`src/rtl/uart_tx_fifo.sv`:
```
// uart_tx_fifo: buffered UART transmitter with CTS flow control.
// Words queue in a small FIFO and go out as START/DATA/PARITY/STOP frames.
module uart_tx_fifo #(
   parameter int SYSCLK_RATE = 100000000,
   parameter int BAUD_RATE   = 9600,
   parameter int DATA_BITS   = 8,
   parameter int STOP_BITS   = 2,
   parameter int FIFO_SIZE   = 8
) (
   input  logic                         SysClk,
   input  logic                         Rst,
   input  logic [DATA_BITS-1:0]         Tx_Data,
   input  logic                         Tx_Wr,
   input  logic [1:0]                   Parity_Mode,
   input  logic                         CTS,
   input  logic                         Ovf_Clr,
   output logic                         Tx,
   output logic                         Tx_Busy,
   output logic                         Fifo_Full,
   output logic                         Fifo_Empty,
   output logic [$clog2(FIFO_SIZE):0]   Fifo_Count,
   output logic                         Overflow
);

   localparam int DIV  = SYSCLK_RATE / BAUD_RATE;
   localparam int AW   = $clog2(FIFO_SIZE);
   localparam int SCNT = STOP_BITS * DIV;
   localparam int BW   = $clog2(SCNT + 1);
   localparam int IW   = $clog2(DATA_BITS);

   localparam logic [BW-1:0] BIT_END  = BW'(DIV - 1);
   localparam logic [BW-1:0] STOP_END = BW'(SCNT - 1);
   localparam logic [IW-1:0] LAST_BIT = IW'(DATA_BITS - 1);

   localparam logic [2:0] S_IDLE   = 3'd0;
   localparam logic [2:0] S_START  = 3'd1;
   localparam logic [2:0] S_DATA   = 3'd2;
   localparam logic [2:0] S_PARITY = 3'd3;
   localparam logic [2:0] S_STOP   = 3'd4;

   logic                 r_cts_m;
   logic                 r_cts_s;
   logic [DATA_BITS-1:0] r_mem [FIFO_SIZE];
   logic [AW-1:0]        r_wr_ptr;
   logic [AW-1:0]        r_rd_ptr;
   logic [AW:0]          r_count;
   logic                 r_ovf;
   logic [2:0]           r_state;
   logic [BW-1:0]        r_baud;
   logic [IW-1:0]        r_bit;
   logic [DATA_BITS-1:0] r_shift;
   logic [1:0]           r_pmode;
   logic                 r_tx;

   logic                 w_full;
   logic                 w_empty;
   logic                 w_wr;
   logic                 w_pop;
   logic                 w_start_ok;
   logic                 w_par_en;
   logic                 w_par_bit;
   logic [2:0]           w_state_nxt;
   logic [BW-1:0]        w_baud_nxt;
   logic [IW-1:0]        w_bit_nxt;
   logic                 w_tx_nxt;

   assign w_full     = (r_count == (AW+1)'(FIFO_SIZE));
   assign w_empty    = (r_count == '0);
   assign w_wr       = Tx_Wr && !w_full;
   assign w_start_ok = !w_empty && r_cts_s;
   assign w_par_en   = (r_pmode == 2'b01) || (r_pmode == 2'b10);
   assign w_par_bit  = (^r_shift) ^ r_pmode[1];

   assign Tx         = r_tx;
   assign Tx_Busy    = (r_state != S_IDLE);
   assign Fifo_Full  = w_full;
   assign Fifo_Empty = w_empty;
   assign Fifo_Count = r_count;
   assign Overflow   = r_ovf;

   // Two-flop synchroniser for the asynchronous CTS input.
   always_ff @(posedge SysClk or negedge Rst) begin
      if (!Rst) begin
         r_cts_m <= 1'b0;
         r_cts_s <= 1'b0;
      end else begin
         r_cts_m <= CTS;
         r_cts_s <= r_cts_m;
      end
   end

   // FIFO storage; contents are don't-care until written.
   always_ff @(posedge SysClk) begin
      if (w_wr) r_mem[r_wr_ptr] <= Tx_Data;
   end

   // FIFO pointers, occupancy and the sticky dropped-write flag.
   always_ff @(posedge SysClk or negedge Rst) begin
      if (!Rst) begin
         r_wr_ptr <= '0;
         r_rd_ptr <= '0;
         r_count  <= '0;
         r_ovf    <= 1'b0;
      end else begin
         if (w_wr)  r_wr_ptr <= r_wr_ptr + 1'b1;
         if (w_pop) r_rd_ptr <= r_rd_ptr + 1'b1;
         case ({w_wr, w_pop})
            2'b10:   r_count <= r_count + 1'b1;
            2'b01:   r_count <= r_count - 1'b1;
            default: r_count <= r_count;
         endcase
         if (Tx_Wr && w_full) r_ovf <= 1'b1;
         else if (Ovf_Clr)    r_ovf <= 1'b0;
      end
   end

   // Frame sequencer: next state, bit timing and the next line level.
   always_comb begin
      w_state_nxt = r_state;
      w_baud_nxt  = r_baud + 1'b1;
      w_bit_nxt   = r_bit;
      w_pop       = 1'b0;
      w_tx_nxt    = 1'b1;
      case (r_state)
         S_IDLE: begin
            if (w_start_ok) begin
               w_state_nxt = S_START;
               w_pop       = 1'b1;
            end
         end
         S_START: begin
            if (r_baud == BIT_END) begin
               w_state_nxt = S_DATA;
               w_bit_nxt   = '0;
            end
         end
         S_DATA: begin
            if (r_baud == BIT_END) begin
               w_baud_nxt = '0;
               if (r_bit == LAST_BIT)
                  w_state_nxt = w_par_en ? S_PARITY : S_STOP;
               else
                  w_bit_nxt = r_bit + 1'b1;
            end
         end
         S_PARITY: begin
            if (r_baud == BIT_END) w_state_nxt = S_STOP;
         end
         S_STOP: begin
            if (r_baud == STOP_END) begin
               if (w_start_ok) begin
                  w_state_nxt = S_START;
                  w_pop       = 1'b1;
               end else begin
                  w_state_nxt = S_IDLE;
               end
            end
         end
         default: w_state_nxt = S_IDLE;
      endcase
      if (w_state_nxt != r_state) w_baud_nxt = '0;
      case (w_state_nxt)
         S_START:  w_tx_nxt = 1'b0;
         S_DATA:   w_tx_nxt = r_shift[w_bit_nxt];
         S_PARITY: w_tx_nxt = w_par_bit;
         default:  w_tx_nxt = 1'b1;
      endcase
   end

   // Sequencer state, frame word/parity latch and registered line output.
   always_ff @(posedge SysClk or negedge Rst) begin
      if (!Rst) begin
         r_state <= S_IDLE;
         r_baud  <= '0;
         r_bit   <= '0;
         r_shift <= '0;
         r_pmode <= 2'b00;
         r_tx    <= 1'b1;
      end else begin
         r_state <= w_state_nxt;
         r_baud  <= w_baud_nxt;
         r_bit   <= w_bit_nxt;
         r_tx    <= w_tx_nxt;
         if (w_pop) begin
            r_shift <= r_mem[r_rd_ptr];
            r_pmode <= Parity_Mode;
         end
      end
   end

endmodule

```
`config.mk`:
```
export PLATFORM = sky130hd
export DESIGN_NAME = uart_tx_fifo
export DESIGN_NICKNAME = d
export VERILOG_FILES = /design/src/rtl/uart_tx_fifo.sv
export SDC_FILE = /design/constraint.sdc
export NUM_CORES = 1
export LEC_CHECK = 0
export ABC_AREA = 1
export ABC_CLOCK_PERIOD_IN_PS = 4050
export CORE_ASPECT_RATIO = 0.8
export CORE_UTILIZATION = 35
export DETAILED_ROUTE_END_ITERATION = 8
export GPL_TIMING_DRIVEN = 1
export PLACE_DENSITY = 0.52
export SYNTH_ARGS = -nofsm -noshare
export SYNTH_HDL_FRONTEND = slang
export SYNTH_SLANG_ARGS = --single-unit
```
`constraint.sdc`:
```
create_clock -name SysClk -period 4.05 [get_ports SysClk]
set_clock_uncertainty 0.1 [all_clocks]
set_input_delay 0.81 -clock SysClk [delete_from_list [all_inputs] [get_ports SysClk]]
set_output_delay 0.81 -clock SysClk [all_outputs]
set_load 0.05 [all_outputs]
```
==> qor.yml <==
critical_path:
  path_max_fanout: 22
  critPathRequiredTime_ps: 4200
  critPathArrivalTime_ps: 3070
  path_class: "reg -> reg"
  cpMostUsedCell: "nand2_1"
  max_stage_delay_ps: 350
  crit_chain: "ha_1, nand4_1, nor3_1, nand2_1, nand2_1, buf_4, ha_1, ha_1, nand2_1, nor2_1, a211oi_1, nor2_1, nor2_1, nand2_1, xor2_1"
  reg2reg_setup_slack_ps: 1120
  critPathLaunchType: "register"
  worstSetupStartpoint: "r_baud[0]"
  end_kind: "register"
  cp_top_family: "simple AND/OR/NAND/NOR gates"
  cp.buffers_inverters: 1
  slowest_stage: "dfrtp_1"
  r2r-start: "r_baud[0]"
clocking:
  cts_resized: 0
  cts-htree-levels: 3
  path_clk_slew_ps: 80
  root_buffer: "clkbuf_16"
  clock_path_buffers: 2
  cts_hold_buf: 0
  cts_tree: "yes"
  post_cts_buffers: 0
  clock_latency_ps: 350
  numCtsBuffers: 9
  cts.sinks: 109
detailed_routing:
  drtIter0Drc: 287
  ant_nets: 0
  wl_per_cell_um: 15.0
  drc: 0
  via_per_inst: 4.86
  drt-total-wl_um: 10700
  via_count: 3448
  first_pass_iters: 4
yosys:
  yosys_warnings: 0
  synthesis.area_mm2: 0.00510
  async_flop_share_pct: 41.3
  synth_edf_count: 64
  postSynthCellCount: 497
  ys_seq_elements: 109
  synth_top_area_share_pct: 37.7
  dominantRegCellSynth: "edfxtp_1"
  ys_seq_area_share_pct: 59.8
  yosysTopAreaCell: "edfxtp_1"
  synth_area_leaders: "edfxtp_1 38%, dfrtp_1 22%, nor2_1 7.1%"
  syn_nets: 520
  avgSynthCellArea_um2: 10.3
  synth_cell_types: 37
place:
  dp_cells: 693
  io_buffers: 23
  place_hpwl_um: 7430
  gp_congestion: 0.790
cells_and_area:
  nets: 543
  areaGrowthSynthToFinish_pct: 14.0
  drive_above_1_share_pct: 9.90
  num_antenna_cells: 0
  instances_no_fill: 709
floorplanning:
  die_w_um: 137
  core-area_mm2: 0.0142
  io_pins: 24
  chipHeight_um: 110
  placementRows: 39
  die_area_mm2: 0.0150
  start_util_pct: 35.8
sta:
  fin_crit_ps: 2930
  fmax_mhz: 342
  finalSetupTns_ps: 0
  rsz0062_at_grt: "no"
  drv_slew: 0
  tightest_slew_ps: 1010
  setup-violations-final: 0
  relSlewSlack_pct: 32.5
  period_share_pct: 72.2
  hold_viol: 0
power_and_ir_drop:
  p_per_area_mw_per_mm2: 649
  leakage_nw: 2.24
  ir_drop_uv: 289
global_routing:
  first_global_vias: 3346
  grt_pass1_wl_um: 17700
  antenna_found_initial: 0
  grt_remaining_overflow: 0
  grt_usage_pct: 15.8
  grt_max_degree: 36
job:
  max_cap_violations: 0
worst_hold_path:
  min-delay-start: "r_cts_m"
  hp-class: "reg -> reg"
outcome:
  status: "complete, no violations"
-- synth_stat cells, drive strengths merged, types with 8 or more instances --
cell type / count
nor2: 109
nand2: 97
edfxtp: 64
dfrtp: 44
inv: 41
o21ai: 28
nand3: 21
o32ai: 16
xor2: 11
clkbuf: 10
xnor2: 10
a31oi: 8
-- cells by family after synthesis --
kind of cell | Yosys count | share of synthesized area, %
buffers and inverters | 56 | 4.49
and+or+nand+nor | 241 | 21.8
AOI/OAI and AO/OA | 59 | 7.54
DFF | 109 | 59.8
xor gates and xnor gates | 21 | 3.61
adders and majority gates | 8 | 2.11
muxes | 3 | 0.663
-- power breakdown --
group	internal (W)	total, W	switching [W]
clock network	0.000492	0.000915	0.000423
logic	0.000457	0.00125	0.000789
registers	0.00141	0.00161	0.000198
total	0.00236	0.00377	0.00141
-- final timing paths --
path                                 end  depth (start not counted)
setup / recovery           Fifo_Count[3]                         15
min in group asynchronous  Fifo_Count[2]                          1
hold reg to reg                  r_cts_s                          0
max in group asynchronous             Tx                          2
setup reg to reg           Fifo_Count[3]                         15
hold / removal                   r_cts_s                          0
-- stage by stage --
stage	area (µm²)	power (W)	util, %	setup slack, ps	hold WS [ps]
after floorplan	5100	0.00252	-	1040	231
after global placement	5500	0.00289	38.6	1140	238
after detailed placement	5500	0.00289	38.6	1090	264
after CTS	5810	0.00381	40.8	1090	282
after global routing	5810	0.00402	40.8	804	299
final	5810	0.00377	40.8	1120	279
-- cells in the final DEF (no fill, tap or decap), types with 2 or more instances in the layout --
| cell | netlist | final |
|---|---|---|
| clkbuf_16 | 0 | 9 |
| nand3b_1 | 4 | 4 |
| xor2_1 | 11 | 11 |
| nand2_4 | 2 | 2 |
| inv_8 | 0 | 2 |
| nor2_1 | 96 | 96 |
| nor2_4 | 13 | 13 |
| nand2_1 | 88 | 88 |
| buf_4 | 0 | 3 |
| o32ai_1 | 16 | 16 |
| nand4_1 | 4 | 4 |
| clkdlybuf4s50_1 | 0 | 22 |
| xnor2_1 | 10 | 10 |
| a31oi_1 | 8 | 8 |
| o21ai_0 | 27 | 27 |
| nor3_1 | 4 | 4 |
| or2_2 | 2 | 2 |
| mux2_2 | 3 | 3 |
| inv_2 | 3 | 3 |
| dfrtp_1 | 44 | 44 |
| inv_1 | 38 | 38 |
| edfxtp_1 | 64 | 64 |
| nand3_1 | 20 | 20 |
| nand2_2 | 7 | 7 |
| ha_1 | 7 | 7 |
-- routing by layer --
layer | share of wire, % | global-route usage (%)
met5 | 0 | 0
met2 | 43 | 23.6
met1 | 51 | 22.6
met4 | 1.3 | 4.32
met3 | 4.2 | 4.06
-- worst reg2reg max path, delay by kind of cell, from the launching register on --
family / cells / cell delay, ps
XOR/XNOR: 1 / 130
adder cells (fa/ha/maj): 3 / 790
flip-flops: 1 / 350
AND/OR/NAND/NOR: 9 / 980
buffers and inverters: 1 / 260
AO/OA/AOI/OAI: 1 / 220
-- flip-flops by register name, summed over array words and instances, names as in the netlist, 2 cells and up --
name,flops
r_baud,15
r_wr_ptr,3
r_bit,3
r_mem,64
r_shift,8
r_rd_ptr,3
r_state,3
r_pmode,2
Fifo_Count,4
-- final cells by class --
type | instances | area, µm²
clock inverter | 6 | 77.6
timing repair buffer | 26 | 248
clock buffer | 10 | 229
fill | 1399 | 8440
multi-input combinational | 332 | 1820
tap | 184 | 230
sequential | 109 | 3050
inverter | 42 | 158
Power figures use the tool's default switching activity.
